[src/rtl/audio_pkg.sv]
// audio_pkg: constants and types shared by the audio output path.
// Sample width default, the signed sample type, and I2S frame-length helpers.
package audio_pkg;

  localparam int AUDIO_DATA_W = 16;
  localparam int I2S_SLOTS    = 2;
  // Frame length in BCLK periods: one left slot plus one right slot.
  localparam int I2S_FRAME_BCLKS = I2S_SLOTS * AUDIO_DATA_W;

  typedef logic signed [AUDIO_DATA_W-1:0] sample_t;

  // Frame length in system clocks for a given BCLK half-period divider.
  function automatic int i2s_frame_clks(input int bclk_div);
    return 2 * bclk_div * I2S_FRAME_BCLKS;
  endfunction

endpackage

[src/rtl/bclk_gen.sv]
// bclk_gen: divides the system clock down to the I2S bit clock.
// The bit clock toggles every BCLK_DIV system clocks. o_fall_tick is high in
// the cycle whose rising clk edge takes bclk from 1 to 0. All serial state
// downstream advances on that edge.
module bclk_gen #(
  parameter int BCLK_DIV = 4
) (
  input  logic i_clk,
  input  logic i_reset,
  output logic o_bclk,
  output logic o_fall_tick
);

  localparam int DIV_W = (BCLK_DIV > 1) ? $clog2(BCLK_DIV) : 1;
  localparam logic [DIV_W-1:0] DIV_LAST = DIV_W'(BCLK_DIV - 1);

  logic [DIV_W-1:0] r_div_cnt;
  logic             r_bclk;
  logic             w_wrap;

  assign w_wrap      = (r_div_cnt == DIV_LAST);
  assign o_fall_tick = w_wrap && r_bclk;
  assign o_bclk      = r_bclk;

  // Half-period divider; bclk toggles when the divider wraps.
  always_ff @(posedge i_clk or posedge i_reset) begin
    if (i_reset) begin
      r_div_cnt <= '0;
      r_bclk    <= 1'b0;
    end else if (w_wrap) begin
      r_div_cnt <= '0;
      r_bclk    <= ~r_bclk;
    end else begin
      r_div_cnt <= r_div_cnt + 1'b1;
    end
  end

endmodule

[src/rtl/i2s_tx_serializer.sv]
// i2s_tx_serializer: mono sample to Philips I2S transmitter.
// A one-entry buffer takes samples through a valid/ready handshake. Each frame
// sends the same sample in the left and right slots, MSB first, with the I2S
// one-bit delay. Underruns are counted in a saturating counter.
// Build option I2S_UNDERRUN_MUTE_EN: when defined, an underrun frame sends
// silence. When undefined, an underrun frame repeats the last sample sent.
module i2s_tx_serializer
  import audio_pkg::*;
#(
  parameter int DATA_W   = AUDIO_DATA_W,
  parameter int BCLK_DIV = 4,
  parameter int UCNT_W   = 8
) (
  input  logic                     clk,
  input  logic                     reset,
  input  logic signed [DATA_W-1:0] sample_in,
  input  logic                     sample_valid,
  output logic                     sample_ready,
  output logic                     bclk,
  output logic                     lrclk,
  output logic                     sdata,
  output logic                     frame_start,
  output logic                     underrun,
  output logic [UCNT_W-1:0]        underrun_cnt
);

  localparam int FRAME_W = 2 * DATA_W;
  localparam int BC_W    = $clog2(FRAME_W);
  localparam logic [BC_W-1:0] BC_LAST  = BC_W'(FRAME_W - 1);
  localparam logic [BC_W-1:0] BC_RIGHT = BC_W'(DATA_W);

`ifdef I2S_UNDERRUN_MUTE_EN
  localparam bit MUTE_ON_UNDERRUN = 1'b1;
`else
  localparam bit MUTE_ON_UNDERRUN = 1'b0;
`endif

  logic               w_fall_tick;
  logic               w_load;
  logic               w_accept;
  logic [BC_W-1:0]    w_bit_next;
  logic [DATA_W-1:0]  w_load_sample;

  logic [BC_W-1:0]    r_bit_cnt;
  logic [FRAME_W-1:0] r_shift;
  logic               r_lrclk;
  logic               r_sdata;
  logic               r_buf_full;
  logic [DATA_W-1:0]  r_buf;
  logic [DATA_W-1:0]  r_last;
  logic               r_frame_start;
  logic               r_underrun;
  logic [UCNT_W-1:0]  r_ucnt;

  bclk_gen #(.BCLK_DIV(BCLK_DIV)) u_bclk_gen (
    .i_clk       (clk),
    .i_reset     (reset),
    .o_bclk      (bclk),
    .o_fall_tick (w_fall_tick)
  );

  assign w_load   = w_fall_tick && (w_bit_next == '0);
  assign w_accept = sample_valid && !r_buf_full;

  // Next position in the frame, wrapping after the right-slot LSB.
  always_comb begin
    w_bit_next = r_bit_cnt + 1'b1;
    if (r_bit_cnt == BC_LAST) w_bit_next = '0;
  end

  // Select the word for a new frame: the buffered sample, or the underrun fill value.
  always_comb begin
    w_load_sample = r_last;
    if (r_buf_full)            w_load_sample = r_buf;
    else if (MUTE_ON_UNDERRUN) w_load_sample = '0;
  end

  // Serial path. sdata shifts out the MSB before the register reloads, which
  // gives the one-bit I2S delay and puts the previous right-slot LSB on the load tick.
  always_ff @(posedge clk or posedge reset) begin
    if (reset) begin
      r_bit_cnt <= BC_LAST;
      r_lrclk   <= 1'b1;
      r_sdata   <= 1'b0;
      r_shift   <= '0;
    end else if (w_fall_tick) begin
      r_bit_cnt <= w_bit_next;
      r_lrclk   <= (w_bit_next >= BC_RIGHT);
      r_sdata   <= r_shift[FRAME_W-1];
      if (w_load) r_shift <= {w_load_sample, w_load_sample};
      else        r_shift <= {r_shift[FRAME_W-2:0], 1'b0};
    end
  end

  // Holding buffer. A frame load empties it; a load that finds it empty
  // can still accept a sample in the same cycle, for the next frame.
  always_ff @(posedge clk or posedge reset) begin
    if (reset) begin
      r_buf_full <= 1'b0;
      r_buf      <= '0;
      r_last     <= '0;
    end else begin
      if (w_load) r_last <= w_load_sample;
      if (w_load && r_buf_full) begin
        r_buf_full <= 1'b0;
      end else if (w_accept) begin
        r_buf_full <= 1'b1;
        r_buf      <= sample_in;
      end
    end
  end

  // Frame and underrun strobes, and the saturating underrun counter.
  always_ff @(posedge clk or posedge reset) begin
    if (reset) begin
      r_frame_start <= 1'b0;
      r_underrun    <= 1'b0;
      r_ucnt        <= '0;
    end else begin
      r_frame_start <= w_load;
      r_underrun    <= w_load && !r_buf_full;
      if (w_load && !r_buf_full && (r_ucnt != '1)) r_ucnt <= r_ucnt + 1'b1;
    end
  end

  assign sample_ready = !r_buf_full;
  assign lrclk        = r_lrclk;
  assign sdata        = r_sdata;
  assign frame_start  = r_frame_start;
  assign underrun     = r_underrun;
  assign underrun_cnt = r_ucnt;

endmodule

[config.mk]
export PLATFORM = sky130hd
export DESIGN_NAME = i2s_tx_serializer
export DESIGN_NICKNAME = d
export VERILOG_FILES = /design/src/rtl/audio_pkg.sv /design/src/rtl/bclk_gen.sv /design/src/rtl/i2s_tx_serializer.sv
export SDC_FILE = /design/constraint.sdc
export NUM_CORES = 1
export LEC_CHECK = 0
export ABC_AREA = 1
export BUFFER_PORTS_ARGS = -buffer_cell sky130_fd_sc_hd__buf_2
export CAP_MARGIN = 40
export CORE_UTILIZATION = 59
export DETAILED_ROUTE_END_ITERATION = 8
export PLACE_DENSITY = 0.88
export RECOVER_POWER = 25
export SETUP_SLACK_MARGIN = 0.5
export SLEW_MARGIN = 5
export SYNTH_ARGS = -nofsm -noshare
export SYNTH_HDL_FRONTEND = slang
export SYNTH_HIERARCHICAL = 1
export SYNTH_SLANG_ARGS = --single-unit
export TNS_END_PERCENT = 10
[constraint.sdc]
create_clock -name clk -period 3.23 [get_ports clk]
set_clock_uncertainty 0.15 [all_clocks]
set_input_delay 0.323 -clock clk [delete_from_list [all_inputs] [get_ports clk]]
set_output_delay 0.323 -clock clk [all_outputs]
set_load 0.02 [all_outputs]
==> out/qor.yml <==
end_kind: "flip-flop"
htreeDepth: 3
clockPowerShare: 0.420
gr-total-overflow: 0
grt_pass1_vias: 3042
synth_fa_ha_area_frac: 0.0129
numCtsBuffers: 9
grt_usage: 0.254
final-seq-area_mm2: 0.00213
wl_um: 8640
crit_required_ns: 3.39
first_pass_iters: 5
synthMuxAreaShare: 0.0466
rows: 29
synth_top_cell_by_area: "dfrtp_1"
path_class: "reg2reg"
synth_nets: 483
cts_tree: "yes"
fmax_ghz: 0.379
vias_per_cell: 5.68
die_w_um: 83.0
synth_compound_area_frac: 0.0453
dieArea_mm2: 0.00688
die_h_um: 83.0
internal_power_uw: 1440
finalCritPeriodShare: 0.817
p_leak_uw: 0.00245
fin_crit_ns: 2.64
core_area_mm2: 0.00635
whs_ns: 0.0273
start_util: 0.609
clkLatencyLatePin_ns: 0.37
antenna_found_initial: 0
final_max_slew_viol_count: 48
synth_area_leaders: "dfrtp_1 (51%), nand2_1 (21%), mux2_2 (4.7%)"
syn_to_final_growth_pct: 12.6
fin_setup_tns_ns: 0
crit_arrival_ns: 2.80
peakVddDrop_mv: 0.425
p_sw_frac: 0.238
rsz0062_at_grt: "true"
hold_depth: 2
drive_gt1_frac: 0.174
p_seq_frac: 0.562
fill_cells: 446
antenna_cells: 0
wire_per_inst_um: 14.9
cts-root-buf: "clkbuf_8"
layout_commonest_cell: "nand2_1"
p_total_uw: 1890
gp_congestion: 0.810
synth_xor_area_frac: 0.0113
dpl.hpwl_um: 5300
p_per_area_mw_per_mm2: 434
relSlewSlack: -0.364
drc: 0
reg2reg_depth: 13
ys_types: 25
ant_nets: 0
worst_slew_pin_slew_ns: 2.04
ff2ff_setup_slack_ns: 0.59
grt_pass1_wl_um: 13800
worstHoldPathType: "in2reg"
ys_seq_area_frac: 0.552
synth_area_per_cell_um2: 8.41
drv_cap: 1
comb_power_share: 0.018
yosys_warnings: 6
setup_viol_count_final: 0
io_pins: 33
synth_top_area_frac: 0.511
syn_inst: 460
syn_area_mm2: 0.00387
hold_viol_final: 0
drt_iter0_markers: 314
layout_common_cells: "nand2_1 (218), dfrtp_1 (79), inv_1 (28), buf_2 (28), nand3_1 (26)"
violations: "capacitance limit, slew limit"
outcome: "finished with violations"
path_max_fanout: 8
worst_setup_path_start_kind: "flip-flop"
multi_input_area_mm2: 0.00154
grt_start_max_net_pins: 48
synth_simple_gate_area_frac: 0.279
switchingPower_uw: 449
ys_seq_elements: 85
portBuffers: 32
num_vias: 3284
synth_top_family_by_area: "simple AND/OR/NAND/NOR gates"
cts.path.max_buffers: 2
cts_sinks: 85
nNetsFinal: 519
cts.clk_slew.worst_paths_ns: 0.10
-- per-layer routing --
layer	track usage	vias to the layer above	part of all wire
li1	-	1514	-
met1	0.346	1577	0.42
met2	0.402	163	0.49
met3	0.0447	30	0.066
met4	0.119	0	0.028
met5	0	-	0
-- stage by stage --
step | cells | utilization | instance area, um2 | setup slack [ns]
finish | 578 | 0.686 | 4360 | 0.590
floorplan | 460 | - | 3870 | 0.658
detailed placement | 555 | 0.642 | 4080 | 0.422
CTS | 572 | 0.677 | 4300 | 0.558
global placement | 555 | 0.642 | 4080 | 0.601
global route | 578 | 0.686 | 4360 | 0.443
-- repair_timing --
action,4_1_cts,5_1_grt
pin swaps,0,3
setup buffers,0,5
cloned,0,1
hold buffers,1,0
gates resized for setup,2,1
hold endpoints to repair,48,0
setup endpoints to repair,17,46
-- layout make-up --
class | count | area share
sequential | 85 | 0.490
multi-input combinational | 326 | 0.354
timing repair buffer | 43 | 0.0580
clock buffer | 9 | 0.0284
inverter | 31 | 0.0282
tap | 77 | 0.0221
clock inverter | 7 | 0.0187
-- worst max-delay path, stage by stage (launching register included) --
cell	delay, ns
dfstp_2	0.58
ha_1	0.18
nand2_1	0.07
nor2_1	0.12
ha_1	0.20
inv_1	0.09
a21oi_1	0.16
nand2_2	0.11
nor2_8	0.23
buf_4	0.18
nand3_1	0.15
nand2_1	0.15
nand2_1	0.09
nand2_1	0.10
-- kinds of logic (layout without fill, tap and decap cells) --
kind of cell | count (synthesis) | after routing
simple gates | 265 | 266
compound gates | 35 | 35
buf+inv | 50 | 90
xor+xnor | 5 | 5
mux | 16 | 16
flops | 85 | 85
fa+ha+maj | 4 | 4
-- sequential cells by signal (all words and copies together) (netlist names) --
register / flops
underrun_cnt: 8
r_buf: 16
lrclk: 1
r_buf_full: 1
u_bclk_gen/o_bclk: 1
r_shift: 32
r_bit_cnt: 5
u_bclk_gen/r_div_cnt: 2
frame_start: 1
r_last: 16
sdata: 1
underrun: 1
-- synth_stat cells --
library cell    n
nand2_4         1
a21oi_1         1
inv_2           2
o21ai_1         9
nor2_2          2
nor2_1         11
buf_1           3
o21ai_0        25
nand4_1         3
buf_2           5
nand2_2         1
dfstp_2         6
ha_1            4
buf_4           3
xnor2_1         4
inv_1          29
dfrtp_1        79
nand3_1        26
mux2_2         16
nor2_8          1
nor2_4          1
nand2_1       218
clkbuf_1        8
xor2_1          1
nand3_2         1
-- path summary, 6_finish.rpt --
kind | startpoint | to
max | r_bit_cnt[0] | r_shift[18]
min | sample_in[5] | r_buf[5]
max reg2reg | r_bit_cnt[0] | r_shift[18]
min reg2reg | u_bclk_gen/r_div_cnt[0] | u_bclk_gen/r_div_cnt[0]
max in group asynchronous | reset | r_bit_cnt[2]
min in group asynchronous | reset | u_bclk_gen/r_div_cnt[0]
-- power by group through the flow --
stage / logic (uW) / registers (uW) / clock network [uW]
floorplan: 15.7 / 1080 / 0
global placement: 33.1 / 1080 / 0
detailed placement: 34.5 / 1080 / 0
CTS: 35.5 / 1060 / 791
global route: 39.8 / 1060 / 831
finish: 33.8 / 1060 / 794
No activity file was read; power rests on OpenSTA's default activity.
